**src/rtl/preproc_pkg.sv**
```systemverilog
`timescale 1ns/1ps
`default_nettype none
// =============================================================================
// Package  : preproc_pkg
// Brief    : Shared types, defaults and saturating arithmetic for the
//            preprocessing source framer.
// Revision : 1.0 - initial release
// =============================================================================
package preproc_pkg;

    typedef enum logic [1:0] {
        SRC_ADC   = 2'd0,
        SRC_RAMP  = 2'd1,
        SRC_CONST = 2'd2,
        SRC_ZERO  = 2'd3
    } src_sel_e;

    localparam int c_def_adc_width = 14;
    localparam int c_def_out_width = 16;
    localparam int c_def_cps_width = 4;
    localparam int c_def_cps       = 3;

    // Working width of the saturating subtract; callers sign-extend into it.
    // Any output width up to c_sat_w-1 is handled exactly.
    localparam int c_sat_w = 32;

    // a - b computed one bit wider than the operands, then clamped to a
    // signed out_w-bit range; the clamped value is returned sign-extended.
    function automatic logic signed [c_sat_w-1:0] sat_sub(
        input logic signed [c_sat_w-1:0] a,
        input logic signed [c_sat_w-1:0] b,
        input int unsigned               out_w
    );
        logic signed [c_sat_w:0] w_diff;
        logic signed [c_sat_w:0] w_max;
        logic signed [c_sat_w:0] w_min;
        logic signed [c_sat_w:0] w_res;
        w_diff = {a[c_sat_w-1], a} - {b[c_sat_w-1], b};
        w_max  = $signed((33'd1 << (out_w - 1)) - 33'd1);
        w_min  = -w_max - 33'sd1;
        if (w_diff > w_max) begin
            w_res = w_max;
        end else if (w_diff < w_min) begin
            w_res = w_min;
        end else begin
            w_res = w_diff;
        end
        return w_res[c_sat_w-1:0];
    endfunction

endpackage

`default_nettype wire

```
**src/rtl/sample_strobe_gen.sv**
```systemverilog
`timescale 1ns/1ps
`default_nettype none
// =============================================================================
// Module   : sample_strobe_gen
// Brief    : Clocks-per-sample divider producing a single-cycle sample strobe.
// Revision : 1.0 - initial release
// =============================================================================
module sample_strobe_gen
    import preproc_pkg::*;
#(
    parameter int CPS_WIDTH = c_def_cps_width
) (
    input  logic                 clk,
    input  logic                 rst_n,
    input  logic                 enable,
    input  logic [CPS_WIDTH-1:0] clks_per_sample,
    output logic                 strobe
);

    logic [CPS_WIDTH-1:0] r_count;
    logic [CPS_WIDTH-1:0] w_last_count;

    // A setting of 0 behaves as 1. Using >= lets a lowered setting fire on
    // the very next cycle instead of wrapping the counter.
    assign w_last_count = (clks_per_sample == '0) ? '0
                                                  : clks_per_sample - CPS_WIDTH'(1);
    assign strobe       = enable && (r_count >= w_last_count);

    always_ff @(posedge clk or negedge rst_n) begin
        if (!rst_n) begin
            r_count <= '0;
        end else if (!enable || strobe) begin
            r_count <= '0;
        end else begin
            r_count <= r_count + CPS_WIDTH'(1);
        end
    end

endmodule

`default_nettype wire

```
**src/rtl/preproc_source_framer.sv**
```systemverilog
`timescale 1ns/1ps
`default_nettype none
// =============================================================================
// Module   : preproc_source_framer
// Brief    : Strobed multi-channel source select, saturating offset removal,
//            single-register valid/ready output and packet framing.
// Revision : 1.0 - initial release
// =============================================================================
module preproc_source_framer
    import preproc_pkg::*;
#(
    parameter int ADC_WIDTH  = c_def_adc_width,
    parameter int OUT_WIDTH  = c_def_out_width,
    parameter int NUM_CH     = 2,
    parameter int CPS_WIDTH  = c_def_cps_width,
    parameter int PKT_WIDTH  = 16,
    parameter int STAT_WIDTH = 16
) (
    input  logic                          clk,
    input  logic                          rst_n,
    input  logic                          enable,
    input  logic [CPS_WIDTH-1:0]          clks_per_sample,
    input  logic [1:0]                    sel_source,
    input  logic [OUT_WIDTH-1:0]          offset,
    input  logic [ADC_WIDTH-1:0]          test_const,
    input  logic [PKT_WIDTH-1:0]          pkt_len,
    input  logic                          clr_stats,
    input  logic [NUM_CH*ADC_WIDTH-1:0]   adc_data,
    output logic [NUM_CH*OUT_WIDTH-1:0]   out_data,
    output logic                          out_valid,
    input  logic                          out_ready,
    output logic                          out_last,
    output logic [STAT_WIDTH-1:0]         drop_count,
    output logic                          overflow
);

    logic                        w_strobe;
    logic                        w_accept;
    logic                        w_drop;
    logic                        w_is_last;
    logic [ADC_WIDTH-1:0]        r_ramp;
    logic [PKT_WIDTH-1:0]        r_pkt_idx;
    logic [PKT_WIDTH-1:0]        w_len_m1;
    logic [NUM_CH*OUT_WIDTH-1:0] w_sample;
    src_sel_e                    w_sel;

    assign w_sel = src_sel_e'(sel_source);

    sample_strobe_gen #(
        .CPS_WIDTH(CPS_WIDTH)
    ) u_strobe (
        .clk            (clk),
        .rst_n          (rst_n),
        .enable         (enable),
        .clks_per_sample(clks_per_sample),
        .strobe         (w_strobe)
    );

    for (genvar k = 0; k < NUM_CH; k++) begin : g_ch
        logic signed [ADC_WIDTH-1:0] w_src;

        always_comb begin
            w_src = '0;
            case (w_sel)
                SRC_ADC:   w_src = adc_data[k*ADC_WIDTH +: ADC_WIDTH];
                SRC_RAMP:  w_src = r_ramp + ADC_WIDTH'(k);
                SRC_CONST: w_src = test_const;
                default:   w_src = '0;
            endcase
        end

        assign w_sample[k*OUT_WIDTH +: OUT_WIDTH] =
            OUT_WIDTH'(sat_sub(c_sat_w'(w_src), c_sat_w'($signed(offset)), OUT_WIDTH));
    end

    // >= rather than == so a pkt_len shrunk below the current index closes
    // the packet on the next accepted beat.
    assign w_len_m1  = (pkt_len == '0) ? '0 : pkt_len - PKT_WIDTH'(1);
    assign w_is_last = (r_pkt_idx >= w_len_m1);
    assign w_accept  = w_strobe && (!out_valid || out_ready);
    assign w_drop    = w_strobe && !w_accept;

    // Ramp advances on every strobe, accepted or dropped, and survives enable.
    always_ff @(posedge clk or negedge rst_n) begin
        if (!rst_n) begin
            r_ramp <= '0;
        end else if (w_strobe) begin
            r_ramp <= r_ramp + ADC_WIDTH'(1);
        end
    end

    always_ff @(posedge clk or negedge rst_n) begin
        if (!rst_n) begin
            r_pkt_idx <= '0;
        end else if (!enable) begin
            r_pkt_idx <= '0;
        end else if (w_accept) begin
            r_pkt_idx <= w_is_last ? '0 : r_pkt_idx + PKT_WIDTH'(1);
        end
    end

    always_ff @(posedge clk or negedge rst_n) begin
        if (!rst_n) begin
            out_valid <= 1'b0;
            out_last  <= 1'b0;
            out_data  <= '0;
        end else if (w_accept) begin
            out_valid <= 1'b1;
            out_last  <= w_is_last;
            out_data  <= w_sample;
        end else if (out_valid && out_ready) begin
            out_valid <= 1'b0;
        end
    end

    // Clear has priority over a coincident drop.
    always_ff @(posedge clk or negedge rst_n) begin
        if (!rst_n) begin
            drop_count <= '0;
            overflow   <= 1'b0;
        end else if (clr_stats) begin
            drop_count <= '0;
            overflow   <= 1'b0;
        end else if (w_drop) begin
            if (drop_count != '1) begin
                drop_count <= drop_count + STAT_WIDTH'(1);
            end
            overflow <= 1'b1;
        end
    end

endmodule

`default_nettype wire

```
**config.mk**
```make
export PLATFORM = sky130hd
export DESIGN_NAME = preproc_source_framer
export DESIGN_NICKNAME = d
export VERILOG_FILES = /design/src/rtl/preproc_pkg.sv /design/src/rtl/sample_strobe_gen.sv /design/src/rtl/preproc_source_framer.sv
export SDC_FILE = /design/constraint.sdc
export NUM_CORES = 1
export LEC_CHECK = 0
export ABC_AREA = 0
export CAP_MARGIN = 20
export CORE_ASPECT_RATIO = 2
export CORE_MARGIN = 2
export CORE_UTILIZATION = 57
export CTS_CLUSTER_SIZE = 20
export DETAILED_ROUTE_END_ITERATION = 7
export HOLD_SLACK_MARGIN = 0.02
export PLACE_DENSITY = 0.85
export SLEW_MARGIN = 20
export SYNTH_ARGS = -nofsm -noshare
export SYNTH_HDL_FRONTEND = slang
export SYNTH_HIERARCHICAL = 1
export SYNTH_SLANG_ARGS = --single-unit
```
**constraint.sdc**
```tcl
create_clock -name clk -period 9.2 [get_ports clk]
set_clock_uncertainty 0.1 [all_clocks]
set_input_delay 0.92 -clock clk [delete_from_list [all_inputs] [get_ports clk]]
set_output_delay 0.92 -clock clk [all_outputs]
set_load 0.02 [all_outputs]
```
==> flow_metrics.py <==
metrics = {
    "synthesis": {
        "yosys_register_bits": 85,
        "synthesis.area_sq_um": 7249,
        "synth_edf_count": 0,
        "syn_nets": 1014,
        "yosysWarningCount": 6,
        "ys.flop_type": "dfrtp_1",
        "synthArstFlopShare_pct": 100.0,
        "synthCells": 870,
        "yosysUniqueCellTypes": 72,
        "synth.avg_cell_area_sq_um": 8.333,
        "seq_area_frac_synth_pct": 29.34,
    },
    "worst_setup_path": {
        "cp.required_ns": 9.32,
        "worstReg2RegEnd": "out_data[16]",
        "path_class": "in2reg",
        "start_kind": "input pin",
        "worstPathArrival_ns": 5.66,
        "critPathMaxFanout": 17,
        "rr_worst_depth": 15,
        "rrSetupSlack_ns": 4.43,
        "r2r_start": "r_ramp[0]",
        "endpoint_kind": "flip-flop",
    },
    "place": {
        "dpl_cell_area_sq_um": 8660,
        "place_inst": 1118,
        "routabilityCongestion": 0.9651,
        "hpwl_um": 15590,
        "io_buffers": 135,
    },
    "global_routing": {
        "grt_max_degree": 70,
        "grt_pass1_wl_um": 32860,
        "gr-usage-all-layers_pct": 29.54,
        "grt_pass1_vias": 7063,
        "grt_overflow": 0,
        "antenna_found_initial": 0,
    },
    "cells_and_area": {
        "layout_commonest_cell": "clkdlybuf4s50_1",
        "utilization_pct": 71.90,
        "layout-drive-gt1-share_pct": 4.573,
        "final_cells": 1134,
        "diodes": 0,
        "layout_common_cells": "134 x clkdlybuf4s50_1, 103 x nand2_1, 85 x dfrtp_1, 73 x nor2_1, 57 x ha_1",
        "syn_to_final_growth_pct": 23.80,
        "fin_nets": 1123,
        "post-route-cell-area_sq_um": 8975,
    },
    "sta": {
        "rsz0062_at_grt": "false",
        "fin_tns_setup_ns": 0,
        "slew_headroom_pct": 27.86,
        "tightest_slew_ns": 1.079,
        "finalSetupViolCount": 0,
        "fin_crit_sh_pct": 60.19,
        "max_freq_mhz": 180.6,
        "min_period_ns": 5.537,
        "drv_slew": 0,
        "finalHoldViolations": 0,
    },
    "detailed_routing": {
        "drt_first_pass_iters": 5,
        "routed_wirelength_um": 19800,
        "wl_met1_um": 6986,
        "maxUsedRoutingLayer": "met4",
        "dr_wl_met2_um": 10900,
        "via_per_inst": 6.106,
        "drcViolationCount": 0,
        "post_drt_wl_per_cell_um": 17.46,
        "wl_met3_um": 667,
        "antenna_left": 0,
        "drtIter0Drc": 340,
        "via_count": 6924,
    },
    "cts": {
        "post_cts_buffers": 0,
        "ctsResizeCount": 0,
        "clk_latency_ns": 0.35,
        "clockBufferDepth": 2,
        "h-tree-depth": 3,
        "hold_buffers": 0,
        "cts_tree": "yes",
        "clock-root-buffer": "clkbuf_16",
        "clock-sinks": 85,
        "clkSlewWorstSetupHoldPaths_ns": 0.07,
        "cts_made_buffers": 9,
    },
    "flow_run": {
        "drv_cap": 0,
    },
    "floorplan": {
        "dieArea_sq_um": 13690,
        "start_util_pct": 58.08,
        "rows": 58,
        "die_w_um": 83.75,
        "ios": 136,
        "die_height_um": 163.5,
        "core_region_area_sq_um": 12480,
    },
    "run_status": {
        "status": "finished, final reports clean",
    },
    "pwr": {
        "p_seq_share_pct": 32.8,
        "swShare_pct": 37.48,
        "power_density_nw_per_um2": 177.6,
        "leakagePower_uw": 0.003903,
        "clockPowerShare_pct": 24.3,
        "peakVddDrop_uv": 133.3,
        "p_sw_uw": 597.5,
        "p_int_uw": 996.8,
        "combPwrFrac_pct": 42.9,
    },
    "hold_path": {
        "hold_class": "in2async",
    },
}
==> cell families after synthesis <==
group	after synthesis	synth area share (%)
xor gates and xnor gates	72	8.802
muxes	35	4.884
adders and majority gates	59	10.39
DFF	85	29.34
AOI/OAI and AO/OA	202	19.23
and+or+nand+nor	339	23.13
buffers and inverters	78	4.228
==> per-stage QoR <==
step                setup slack (ns)  total power [uW]  hold WS, ns
floorplan                      4.608             916.6       0.3508
global placement               3.487              1195       0.3587
finish                         3.663              1594       0.3625
global route                   3.313              1681       0.3766
CTS                            3.712              1602       0.3639
detailed placement             3.367              1209       0.3734
==> critical path, cell delays in order <==
cell             delay, ns
clkdlybuf4s50_1       0.45
or4_1                 0.61
nor3_2                0.36
nand2_1               0.14
or3_1                 0.51
and2_1                0.24
ha_1                  0.26
nand2b_1              0.14
a21o_1                0.17
a211oi_1              0.21
o21ai_1               0.11
a31oi_1               0.19
o31a_1                0.56
nand2_1               0.51
o21a_1                0.26
==> cells in the mapped netlist, types with 7 or more instances <==
master	instances	area share, %
a221o_1	12	1.7
a21o_1	8	0.83
and2_1	7	0.60
nor2_1	73	3.8
o21ai_1	11	0.76
o21ai_0	33	2.3
nand2_1	104	5.4
ha_1	57	9.8
nor3_1	22	1.5
clkbuf_1	32	1.7
inv_1	35	1.8
nand3b_1	15	1.6
nand3_1	28	1.9
and3_1	26	2.2
xnor2_1	40	4.8
o31ai_1	10	1.0
a21oi_1	44	3.0
o22ai_1	26	2.2
dfrtp_1	85	29
xor2_1	31	3.7
nand2b_1	11	0.95
nand4_1	15	1.3
or3_1	7	0.60
nor2b_1	7	0.60
a31oi_1	8	0.69
mux2i_1	32	4.4
==> area by class of cell <==
type	instances	area [sq um]
Clock inverter	6	76.32
Fill cell	982	3507
Sequential cell	85	2127
Inverter	36	135.1
Multi-Input combinational cell	707	4823
Timing Repair Buffer	140	1386
Clock buffer	10	239.0
Tap cell	150	187.7
==> power by group through the flow <==
| stage | logic (uW) | registers, uW | clock network [uW] |
|---|---|---|---|
| 5_1_grt | 742 | 533 | 407 |
| 3_3_place_gp | 668 | 527 | 0 |
| 4_1_cts | 685 | 522 | 396 |
| 6_report | 684 | 523 | 388 |
| 2_1_floorplan | 314 | 603 | 0 |
| 3_5_place_dp | 683 | 526 | 0 |
==> routing by layer <==
layer,GRT usage [%],up-vias
met2,55.75,230
met5,0,-
met1,29.94,3262
met3,3.537,80
li1,-,3352
met4,19.21,0
==> sequential cells by signal, summed over array words and instances (netlist names) <==
name / cells
out_data: 32
r_ramp: 14
u_strobe/r_count: 4
out_last: 1
out_valid: 1
drop_count: 16
overflow: 1
r_pkt_idx: 16
==> how the worst max path moves through the flow <==
stage,from,end,slack (ns),depth (start not counted)
after global routing,pkt_len[3],r_pkt_idx[14],3.31,15
final,pkt_len[5],out_last,3.66,15
after detailed placement,pkt_len[5],r_pkt_idx[14],3.37,15
after CTS,pkt_len[5],out_last,3.71,15
after global placement,pkt_len[5],r_pkt_idx[14],3.49,15
after floorplan,sel_source[1],out_data[30],4.61,14
No activity file was read; power rests on OpenSTA's default activity.
